<file path="src/rtl/alu_result_tx.sv">
// rtl/alu_result_tx.sv - splits a 16-bit ALU result into two bytes for a UART transmitter
// Bytes are handed over with a valid/busy handshake; results arriving mid-transfer are dropped.
module alu_result_tx #(
   parameter bit LSB_FIRST = 1'b1
) (
   input  logic        CLK,
   input  logic        RST,
   input  logic [15:0] ALU_OUT,
   input  logic        OUT_VALID,
   input  logic        TX_BUSY,
   output logic [7:0]  TX_P_DATA,
   output logic        TX_D_VLD,
   output logic        RES_BUSY,
   output logic        TX_DONE,
   output logic        OVERRUN
);

   typedef enum logic [2:0] {
      IDLE    = 3'd0,
      SEND_B0 = 3'd1,
      WAIT_B0 = 3'd2,
      SEND_B1 = 3'd3,
      WAIT_B1 = 3'd4
   } state_t;

   state_t      state_q, state_d;
   logic [15:0] hold_q, hold_d;
   logic [7:0]  tx_p_data_q, tx_p_data_d;
   logic        tx_d_vld_q, tx_d_vld_d;
   logic        res_busy_q, res_busy_d;
   logic        tx_done_q, tx_done_d;
   logic        overrun_q, overrun_d;
   logic [7:0]  byte0, byte1;

   assign byte0 = LSB_FIRST ? hold_q[7:0]  : hold_q[15:8];
   assign byte1 = LSB_FIRST ? hold_q[15:8] : hold_q[7:0];

   always_comb begin
      state_d     = state_q;
      hold_d      = hold_q;
      tx_p_data_d = tx_p_data_q;
      tx_d_vld_d  = 1'b0;
      tx_done_d   = 1'b0;
      // Any result offered while a word is in flight is lost, including on the returning edge.
      overrun_d   = overrun_q | (OUT_VALID && (state_q != IDLE));
      case (state_q)
         IDLE: begin
            if (OUT_VALID) begin
               hold_d  = ALU_OUT;
               state_d = SEND_B0;
            end
         end
         SEND_B0: begin
            if (!TX_BUSY) begin
               tx_p_data_d = byte0;
               tx_d_vld_d  = 1'b1;
               state_d     = WAIT_B0;
            end
         end
         WAIT_B0: begin
            tx_d_vld_d = 1'b1;
            if (TX_BUSY) begin
               tx_d_vld_d = 1'b0;
               state_d    = SEND_B1;
            end
         end
         SEND_B1: begin
            if (!TX_BUSY) begin
               tx_p_data_d = byte1;
               tx_d_vld_d  = 1'b1;
               state_d     = WAIT_B1;
            end
         end
         WAIT_B1: begin
            tx_d_vld_d = 1'b1;
            if (TX_BUSY) begin
               tx_d_vld_d = 1'b0;
               tx_done_d  = 1'b1;
               state_d    = IDLE;
            end
         end
         default: state_d = IDLE;
      endcase
      res_busy_d = (state_d != IDLE);
   end

   always_ff @(posedge CLK) begin
      if (RST) begin
         state_q     <= IDLE;
         hold_q      <= 16'h0000;
         tx_p_data_q <= 8'h00;
         tx_d_vld_q  <= 1'b0;
         res_busy_q  <= 1'b0;
         tx_done_q   <= 1'b0;
         overrun_q   <= 1'b0;
      end else begin
         state_q     <= state_d;
         hold_q      <= hold_d;
         tx_p_data_q <= tx_p_data_d;
         tx_d_vld_q  <= tx_d_vld_d;
         res_busy_q  <= res_busy_d;
         tx_done_q   <= tx_done_d;
         overrun_q   <= overrun_d;
      end
   end

   assign TX_P_DATA = tx_p_data_q;
   assign TX_D_VLD  = tx_d_vld_q;
   assign RES_BUSY  = res_busy_q;
   assign TX_DONE   = tx_done_q;
   assign OVERRUN   = overrun_q;

endmodule
</file>
<file path="config.mk">
export PLATFORM = sky130hd
export DESIGN_NAME = alu_result_tx
export DESIGN_NICKNAME = d
export VERILOG_FILES = /design/src/rtl/alu_result_tx.sv
export SDC_FILE = /design/constraint.sdc
export NUM_CORES = 1
export LEC_CHECK = 0
export CAP_MARGIN = 15
export CELL_PAD_IN_SITES_DETAIL_PLACEMENT = 2
export CELL_PAD_IN_SITES_GLOBAL_PLACEMENT = 2
export CORE_ASPECT_RATIO = 0.5
export CORE_MARGIN = 5
export CORE_UTILIZATION = 27
export CTS_CLUSTER_DIAMETER = 200
export DETAILED_ROUTE_END_ITERATION = 6
export MAX_ROUTING_LAYER = met4
export PLACE_DENSITY = 0.75
export SYNTH_ARGS = -nofsm -noshare
export SYNTH_HDL_FRONTEND = slang
export SYNTH_SLANG_ARGS = --single-unit
</file>
<file path="constraint.sdc">
create_clock -name CLK -period 1.7 [get_ports CLK]
set_input_delay 0.34 -clock CLK [delete_from_list [all_inputs] [get_ports CLK]]
set_output_delay 0.34 -clock CLK [all_outputs]
set_load 0.01 [all_outputs]
</file>
# ---- After elaboration in Yosys (flattened, before gate mapping)
# Index checks and enable logic that the tools add are counted.
dict set report totals {
  reg_bits 31
  inputBits 20
  wordCells 37
}
dict set report classes {
  eq_ne 6
  muxes 11
  bitwise 3
  reduce_logical 10
}
# cell n
set ops {}
lappend ops {{$mux W8} 2}
lappend ops {{$pmux W8 S2} 1}
lappend ops {{$mux W3} 5}
lappend ops {{$pmux W3 S5} 1}
lappend ops {{$eq A3 B2 Y1 const B} 2}
lappend ops {{$reduce_bool A3 Y1} 2}
lappend ops {{$ne A2 B2 Y1 const B} 2}
lappend ops {{$reduce_or A2 Y1} 2}
lappend ops {{$reduce_or A4 Y1} 1}
lappend ops {{$eq A3 B1 Y1 const B} 1}
lappend ops {{$eq A3 B3 Y1 const B} 1}
lappend ops {{$logic_not A3 Y1} 1}
lappend ops {{$reduce_and A3 Y1} 1}
lappend ops {{$mux W1} 2}
lappend ops {{$not A1 Y1} 2}
lappend ops {{$reduce_and A2 Y1} 1}
lappend ops {{$reduce_bool A2 Y1} 1}
lappend ops {{$logic_and A1 B1 Y1} 1}
lappend ops {{$or A1 B1 Y1} 1}

# ---- Logic depth before layout (Yosys ltp)
dict set report logic_depth {
  word_depth 4
  ltp_mapped 6
  ltp_nobuf 3
}

# ---- Least setup slack after synthesis
# Ideal clock, no wire load.
dict set report synth_timing {
  path_type {reg-to-reg}
  from {register state_q[1]}
  to {register hold_q[1]}
  setup_time_ns 0.132
  t_arrival_ns 1.271
  path_slack_ns 0.297
  path_stages_with_launch 7
  path_buffers 3
  period_less_slack_ns 1.403
  path_cell_list {dfxtp_1 > buf_2 > or4b_1 > buf_2 > buf_6 > nand2_1 > a21oi_1}
}
dict set report synth_between {
  elab_chain_len 2
}
# element line
set synth_lines {}
lappend synth_lines {{from (decl)} 26} ;# state_t state_q, state_d;
lappend synth_lines {{from (signal assigned)} 97} ;# state_q <= state_d;
lappend synth_lines {{$logic_not A3 Y1} 46} ;# case (state_q)
lappend synth_lines {{$reduce_and A2 Y1 (no line)} -}
lappend synth_lines {{to (signal assigned)} 98} ;# hold_q <= hold_d;
lappend synth_lines {{to (decl)} 27} ;# logic [15:0] hold_q, hold_d;
# Every way passes these cells.
# A chain may end at the register's enable or synchronous reset.

# ---- Worst setup path in the final report
dict set report layout_timing {
  from {register tx_p_data_q[3], in the netlist TX_P_DATA[3]}
  to {output TX_P_DATA[3]}
}
# element line
set layout_lines {}
lappend layout_lines {{from (decl)} 28} ;# logic [7:0] tx_p_data_q, tx_p_data_d;
lappend layout_lines {{from (signal assigned)} 99} ;# tx_p_data_q <= tx_p_data_d;
lappend layout_lines {{to (decl)} 11} ;# output logic [7:0] TX_P_DATA,
# No word-level cell between the ends.

==> impl_metrics.ini <==
[worst_setup_path]
ff2ff_setup_slack_ps = 290
rr_endpoint = hold_q[3]$_SDFFE_PP0P_
path_depth = 1
crit_slowest_cell = clkdlybuf4s50_1
path_class = reg -> out
endpoint_kind = output pin
reg2reg_depth = 4
cp-start-kind = register
endpoint = TX_P_DATA[3]
critPathMaxFanout = 2
cp_num_buf_inv = 1
path_cells = clkdlybuf4s50_1
startpoint = TX_P_DATA[3]$_SDFFE_PP0P_
path_delay_family = buffers and inverters
r2r_start = state_q[2]$_SDFF_PP0_
critical_path_arrival_ps = 1200
slowest_delay_ps = 550
crit_required_ps = 1360

[cells_and_area]
num_antenna_cells = 0
fin_area_mm2 = 0.00171
mostFrequentLayoutCell = nand2_1
fin_nets = 196
drive_gt1_frac = 0.113
final-instance-count-excl-fill = 234
areaGrowthSynthToFinish_pct = 43.5
mostFrequentLayoutCells = 34 x nand2_1, 31 x dfxtp_1, 31 x clkdlybuf4s50_1

[pwr]
p_leak_uw = 0.000628
powerDensity_mw_per_mm2 = 1040
ir_drop_mv = 0.334

[timing]
final_max_slew_viol_count = 0
hold_violations = 0
worstMarginPinSlew_ps = 599
max_freq_ghz = 0.651
min_period_over_period = 0.903
setup_viol = 0
finalWorstSetupSlack_ps = 165
fin_skew_ps = 5.63
slew_headroom = 0.599
fin_crit_ps = 1540
rsz0062_at_grt = false

[grt]
overflow = 0
first_global_vias = 1259
grt_pass1_wl_um = 6180
grt_max_degree = 17
grt_usage = 0.136
antenna_found_initial = 0

[clock_tree]
cts_resized = 0
clock_sinks = 31
cts_tree = yes
clk_latency_ps = 280
cts_max_level = 2
post_cts_buffers = 0
clkTransAtPathRegs_ps = 70
numCtsBuffers = 5
cts_root_buf = clkbuf_8
clockBufferDepth = 2
holdBufCountCts = 0

[die]
die_height_um = 57.0
io_pins = 32
row_count = 17
start_util = 0.275
core_mm2 = 0.00434
dieArea_mm2 = 0.00594
fp.dieW_um = 104

[logic_synthesis]
synth_area_leaders = dfxtp_1 52%, nand2_1 11%, a21oi_1 7.5%
ys_warn_count = 0
synth.yosys.seq_area_share = 0.519
synth.avg_cell_area_um2 = 8.66
synth_top_area_cell = dfxtp_1
synth_area_mm2 = 0.00119
netlist.area_leader.share = 0.519
ys_ff_latch = 31
synth_cell_types = 22
syn_inst = 138
syn-num-nets = 158

[route]
drc = 0
routed_wl_um = 3590
vias = 1098
first_pass_iters = 4
ant_nets = 0
viasPerCell = 4.69
drt_iter0_drc = 22
routedWlPerCell_um = 15.4

[min_path]
hold_depth = 2
min_path_type = reg -> reg

[place]
detailedPlace.worstSlack_ps = -64.7
hpwl_um = 2600
dp.cells = 226
port_buffers = 31
dpl_cell_area_mm2 = 0.00160
place.gp.congestion = 0.734

[run_status]
status = completed

[flow_run]
maxCapViolCount = 0
[registers in the layout, summed over array words and instances, names as in the netlist]
signal and cells:
OVERRUN 1, RES_BUSY 1, TX_DONE 1, TX_D_VLD 1, TX_P_DATA 8, hold_q 16, state_q 3
[through the flow]
step            util  hold WS (ps)  TNS (ps)  power [µW]
4_1_cts        0.395           459         0        1810
6_report       0.395           458         0        1770
2_1_floorplan      -           417         0         927
3_5_place_dp   0.368           450      -908        1040
3_3_place_gp   0.368           443      -286        1030
5_1_grt        0.395           477         0        1870
[cells in the mapped netlist]
| library cell | instances |
|---|---|
| a21oi_1 | 18 |
| a221oi_1 | 1 |
| and3b_1 | 1 |
| and4b_1 | 1 |
| buf_2 | 5 |
| buf_4 | 1 |
| buf_6 | 1 |
| clkbuf_1 | 3 |
| dfxtp_1 | 31 |
| mux2i_1 | 1 |
| nand2_1 | 34 |
| nor2_1 | 12 |
| nor2b_1 | 1 |
| nor3_1 | 4 |
| nor3b_1 | 1 |
| nor4b_2 | 1 |
| nor4b_4 | 1 |
| o21ai_0 | 9 |
| o2bb2ai_1 | 8 |
| or3_1 | 2 |
| or4b_1 | 1 |
| xnor2_1 | 1 |
[per-layer routing]
metal | vias to the layer above | track usage | part of all wire
met4 | 0 | 0.0554 | 0.015
met1 | 537 | 0.149 | 0.46
li1 | 544 | - | -
met2 | 13 | 0.235 | 0.50
met3 | 4 | 0.0384 | 0.029
met5 | - | - | 0
[worst min path at each step]
stage | startpoint | endpoint | slack [ps]
final | hold_q[14]$_SDFFE_PP0P_ | hold_q[14]$_SDFFE_PP0P_ | 460
after global routing | hold_q[11]$_SDFFE_PP0P_ | hold_q[11]$_SDFFE_PP0P_ | 480
after CTS | hold_q[11]$_SDFFE_PP0P_ | hold_q[11]$_SDFFE_PP0P_ | 460
after detailed placement | hold_q[11]$_SDFFE_PP0P_ | hold_q[11]$_SDFFE_PP0P_ | 450
after global placement | hold_q[11]$_SDFFE_PP0P_ | hold_q[11]$_SDFFE_PP0P_ | 440
after floorplan | TX_BUSY | TX_D_VLD$_SDFF_PP0_ | 420
[kinds of logic after synthesis]
kind of cell           count (synthesis)  synth area share
multiplexers                           1           0.00838
XOR/XNOR                               1           0.00733
flip-flops                            31             0.519
AO/OA/AOI/OAI                         36             0.179
buffers and inverters                 10            0.0461
AND/OR/NAND/NOR                       59             0.240
[cell type report]
cell class	count	area (µm²)
Fill cell	504	2630
Sequential cell	31	621
Multi-Input combinational cell	97	519
Timing Repair Buffer	41	385
Clock buffer	6	82.6
Tap cell	57	71.3
Clock inverter	2	35.0
[report_power, final]
group / switching, µW / total [µW] / internal [µW]
logic: 112 / 230 / 119
registers: 26.8 / 794 / 767
clock network: 276 / 750 / 474
total: 415 / 1770 / 1360
Power figures use the tool's default switching activity.
==> RTL edit 1, RTL diff (same flow settings) <==
Encoding of `state_t`: now one-hot (5 bits for 5 states).
--- a/src/rtl/alu_result_tx.sv
+++ b/src/rtl/alu_result_tx.sv
@@ -16,10 +16,10 @@
 );
 
-   typedef enum logic [2:0] {
-      IDLE    = 3'd0,
-      SEND_B0 = 3'd1,
-      WAIT_B0 = 3'd2,
-      SEND_B1 = 3'd3,
-      WAIT_B1 = 3'd4
+   typedef enum logic [4:0] {
+      IDLE    = 5'b00001,
+      SEND_B0 = 5'b00010,
+      WAIT_B0 = 5'b00100,
+      SEND_B1 = 5'b01000,
+      WAIT_B1 = 5'b10000
    } state_t;
 
Behaviour: same outputs for any inputs over 10 cycles, from zero or initial values and one cycle with RST high; not proved beyond that.
==> RTL edit 1 against the original RTL <==
Die area up 23%; total power up 4.6%; cell count up 19%; area after synthesis up 26%; clock skew down 0.0024 ns; worst setup slack worse by 0.010 ns; sequential cell count up 2; critical path type is now reg -> reg; count of clock-buffer cells in the layout unchanged; wire length up 29%; critical endpoint is now TX_P_DATA[1]$_SDFFE_PP0P_; final area up 17%; sequential share of layout area down 3.1 points.
==> RTL edit 1: results <==
export IMPL_use_met3=0.03191
export IMPL_leakagePower_nw=0.6595
export IMPL_dp_cells=271
export IMPL_drt_initial_drc_count=93
export IMPL_worstRegToRegCells=3
export IMPL_holdWs_ns=0.4517
export IMPL_worstReg2RegStart="state_q[0]$_SDFF_PP1_"
export IMPL_crit_type="reg -> reg"
export IMPL_first_global_vias=1534
export IMPL_grt_util_met1=0.1944
export IMPL_place_area_um2=1879
export IMPL_worst_pin_slew_ns=0.5082
export IMPL_p_sw_uw=451.2
export IMPL_clk_pin_slew_ns=0.07
export IMPL_critPathSlowestCell="or3_1"
export IMPL_fin_ws_ns=0.1545
export IMPL_worst_path_max_fanout=10
export IMPL_vdd_drop_max_mv=0.2941
export IMPL_cp_arrival_ns=1.70
export IMPL_drive_gt1_frac=0.1214
export IMPL_dpl_worst_slack_ns=-0.05444
export IMPL_hp_class="reg -> reg"
export IMPL_synth_compound_area_frac=0.2577
export IMPL_avgSynthCellArea_um2=8.679
export IMPL_cp_endpoint="TX_P_DATA[1]$_SDFFE_PP0P_"
export IMPL_grt_pass1_wl_um=8128
export IMPL_yosys_area_share_xor_xnor=0.02817
export IMPL_grt_total_usage=0.1459
export IMPL_min_to="OVERRUN$_SDFF_PP0_"
export IMPL_fin_skew_ns=0.003226
export IMPL_grt_max_degree=20
export IMPL_synth_area_leaders="dfxtp_1 (44%), a21oi_1 (8.6%), o21ai_0 (8.6%), nand3_1 (8.3%), a311oi_1 (4.6%)"
export IMPL_synth_commonest_cells="dfxtp_1 (33), a21oi_1 (26), o21ai_0 (26), nand3_1 (25), a311oi_1 (8)"
export IMPL_antenna_found_initial=0
export IMPL_holdCritStartpoint="OVERRUN$_SDFF_PP0_"
export IMPL_final_nets=225
export IMPL_grt_met2_usage=0.2278
export IMPL_vias=1425
export IMPL_synth_nets=194
export IMPL_synthMuxAreaShare=0
export IMPL_synth_distinct_cells=35
export IMPL_largest_reg_flops=16
export IMPL_outcome="finished clean"
export IMPL_async_reset_ff_frac=0
export IMPL_crit_family="simple AND/OR/NAND/NOR gates"
export IMPL_dpl_hpwl_um=3342
export IMPL_cts_max_level=2
export IMPL_gp_congestion=0.7317
export IMPL_viasPerCell=5.108
export IMPL_wl_per_cell_um=16.67
export IMPL_yosysSeqAreaShare=0.4374
[RTL edit 1: changes by cell type after synthesis, sizes merged, moves of 3 or more]
cell and delta:
a21oi +8, inv +3, buf +7, nand2 -33, nor2 -8, o21ai +17, a311oi +8, nand3 +25
o2bb2ai -8
[RTL edit 1: layer usage]
metal	vias to the layer above	wire length (um)
li1	703	-
met4	0	37
met3	4	146
met5	-	0
met1	695	2221
met2	23	2244
[RTL edit 1: area by class of cell]
type	count	area (um^2)
flip-flops and latches	33	663.1
multi-input cells	119	715.7
clock buffers	6	82.58
clock inverters	2	37.54
repair buffers	43	400.4
well taps	73	91.34
inverters	3	11.26
fillers	611	3442
[RTL edit 1: power by group through the flow]
stage / logic [mW] / registers, mW / clock network, mW
2_1_floorplan: 0.141 / 0.842 / 0
3_3_place_gp: 0.234 / 0.854 / 0
3_5_place_dp: 0.243 / 0.855 / 0
4_1_cts: 0.247 / 0.838 / 0.791
5_1_grt: 0.270 / 0.844 / 0.834
6_report: 0.242 / 0.838 / 0.775
==> RTL edit 2, RTL diff (same settings) <==
Without the edit above. Register the inputs `ALU_OUT`, `OUT_VALID` and `TX_BUSY` before use. The logic sees them one clock later.
--- a/src/rtl/alu_result_tx.sv
+++ b/src/rtl/alu_result_tx.sv
@@ -24,4 +24,14 @@
    } state_t;
 
+   logic [15:0] ALU_OUT_q;
+   logic OUT_VALID_q;
+   logic TX_BUSY_q;
+
+   always_ff @(posedge CLK) begin
+      ALU_OUT_q   <= ALU_OUT;
+      OUT_VALID_q <= OUT_VALID;
+      TX_BUSY_q   <= TX_BUSY;
+   end
+
    state_t      state_q, state_d;
    logic [15:0] hold_q, hold_d;
@@ -43,14 +53,14 @@
       tx_done_d   = 1'b0;
       // Any result offered while a word is in flight is lost, including on the returning edge.
-      overrun_d   = overrun_q | (OUT_VALID && (state_q != IDLE));
+      overrun_d   = overrun_q | (OUT_VALID_q && (state_q != IDLE));
       case (state_q)
          IDLE: begin
-            if (OUT_VALID) begin
-               hold_d  = ALU_OUT;
+            if (OUT_VALID_q) begin
+               hold_d  = ALU_OUT_q;
                state_d = SEND_B0;
             end
          end
          SEND_B0: begin
-            if (!TX_BUSY) begin
+            if (!TX_BUSY_q) begin
                tx_p_data_d = byte0;
                tx_d_vld_d  = 1'b1;
@@ -60,5 +70,5 @@
          WAIT_B0: begin
             tx_d_vld_d = 1'b1;
-            if (TX_BUSY) begin
+            if (TX_BUSY_q) begin
                tx_d_vld_d = 1'b0;
                state_d    = SEND_B1;
@@ -66,5 +76,5 @@
          end
          SEND_B1: begin
-            if (!TX_BUSY) begin
+            if (!TX_BUSY_q) begin
                tx_p_data_d = byte1;
                tx_d_vld_d  = 1'b1;
@@ -74,5 +84,5 @@
          WAIT_B1: begin
             tx_d_vld_d = 1'b1;
-            if (TX_BUSY) begin
+            if (TX_BUSY_q) begin
                tx_d_vld_d = 1'b0;
                tx_done_d  = 1'b1;
Function: changed (a bounded check fails within 4 cycles, from zero or initial values and one cycle with RST high).
==> RTL edit 2 against the original RTL <==
Cell count grew 12%; wire length grew 5.8%; largest power group unchanged; sequential power grew 59%; non-clock buffer count shrank 2; total power grew 50%; worst setup slack gained 0.0061 ns; critical endpoint unchanged; synthesized cell count grew 10%; final area grew 26%; via count grew 8.6%; sequential cell count grew 18; area after synthesis grew 34%; count of clock-buffer cells in the layout grew 1.
==> RTL edit 2: results <==
export IMPL_clk_pin_slew_ns=0.06
export IMPL_fin_skew_ns=0.005205
export IMPL_fillers=599
export IMPL_synth_area_leaders="dfxtp_1 (61%), nand2_1 (7.5%), a21oi_1 (5.6%), mux2i_1 (5.6%), a211oi_1 (2.8%)"
export IMPL_grt_pass1_wl_um=6472
export IMPL_worstRegToRegCells=4
export IMPL_drt_wl_total_um=3801
export IMPL_vdd_drop_max_mv=0.4440
export IMPL_gp_congestion=0.6891
export IMPL_cts_root_buf="clkbuf_16"
export IMPL_synth_commonest_cells="dfxtp_1 (49), nand2_1 (32), a21oi_1 (18), nor2_1 (11), mux2i_1 (9)"
export IMPL_antenna_found_initial=0
export IMPL_critPathSlowestCell="clkdlybuf4s50_1"
export IMPL_cts_made_buffers=5
export IMPL_drt_first_pass_iters=2
export IMPL_syn_inst=152
export IMPL_io_buffer_count=31
export IMPL_power_internal_mw=2.096
export IMPL_synth_most_common_cell="dfxtp_1"
export IMPL_drive_gt1_frac=0.1053
export IMPL_async_reset_ff_frac=0
export IMPL_ctsResizeCount=0
export IMPL_worst_pin_slew_ns=0.3080
export IMPL_drt_initial_drc_count=58
export IMPL_clock_latency_ns=0.28
export IMPL_grt_max_degree=17
export IMPL_drc=0
export IMPL_yosys_warnings=0
export IMPL_yosysSeqAreaShare=0.6149
export IMPL_postCtsSetupRepairBufs=0
export IMPL_synth_nets=172
export IMPL_leakagePower_nw=0.8031
export IMPL_outcome="finished clean"
export IMPL_worst_path_max_fanout=2
export IMPL_dpl_hpwl_um=2706
export IMPL_synth_distinct_cells=23
export IMPL_critPathMaxStageDelay_ns=0.55
export IMPL_dp_cells=255
export IMPL_final_nets=209
export IMPL_first_global_vias=1327
export IMPL_viasPerCell=4.532
export IMPL_wl_per_cell_um=14.45
export IMPL_grt_total_usage=0.1097
export IMPL_num_antenna_cells=0
export IMPL_r2r_slack_ns=0.24
export IMPL_place_area_um2=1993
RTL edit 2: cell count changes in the layout (fill, tap and decap cells not counted), sizes merged, moves of 2 or more:
cell     unedited run  this run
o21ai               9         1
a211oi              0         8
buf                10         8
mux2i               1         9
o2bb2ai             8         0
dfxtp              31        49
RTL edit 2: area by class of cell:
| class | count | area (um^2) | area share |
|---|---|---|---|
| multi-input combinational | 94 | 550.5 | 0.2542 |
| sequential | 49 | 980.9 | 0.4529 |
| timing repair buffer | 39 | 370.4 | 0.1710 |
| clock inverter | 1 | 30.03 | 0.01386 |
| clock buffer | 7 | 142.6 | 0.06586 |
| tap | 73 | 91.34 | 0.04217 |
RTL edit 2: kinds of logic (layout without fill, tap and decap cells):
family / Yosys count / count (layout) / synth area share
simple gates: 56 / 56 / 0.1741
flops: 49 / 49 / 0.6149
xor+xnor: 1 / 1 / 0.005491
mux: 9 / 9 / 0.05647
compound gates: 28 / 28 / 0.1090
buf+inv: 9 / 47 / 0.03999
RTL edit 2: stage by stage:
stage | utilization | hold WS, ns | setup WS (ns)
finish | 0.3860 | 0.4419 | 0.1707
global route | 0.3860 | 0.4638 | 0.1306
CTS | 0.3860 | 0.4441 | 0.1653
detailed placement | 0.3553 | 0.4342 | 0.2365
global placement | 0.3553 | 0.4263 | 0.3096
floorplan | - | 0.3677 | 0.3180
RTL edit 2: path summary, 6_finish.rpt:
| check | from | end |
|---|---|---|
| min reg2reg | ALU_OUT_q[5]$_DFF_P_ | hold_q[5]$_SDFFE_PP0P_ |
| max reg2reg | state_q[2]$_SDFF_PP0_ | hold_q[13]$_SDFFE_PP0P_ |
| max | TX_P_DATA[3]$_SDFFE_PP0P_ | TX_P_DATA[3] |
| min | ALU_OUT_q[5]$_DFF_P_ | hold_q[5]$_SDFFE_PP0P_ |
RTL edit 2: power by group through the flow:
stage	combinational [mW]	sequential [mW]	clock, mW
final	0.271	1.26	1.13
after global routing	0.300	1.27	1.21
after CTS	0.279	1.26	1.16
after detailed placement	0.273	1.29	0
after global placement	0.265	1.28	0
after floorplan	0.148	1.28	0
RTL edit 2: routing by layer:
layer,up-vias,routed length (um),global-route usage
li1,584,-,-
met1,583,1673,0.1159
met2,20,1914,0.1936
met3,5,160,0.03700
met4,0,53,0.04040
met5,-,0,-
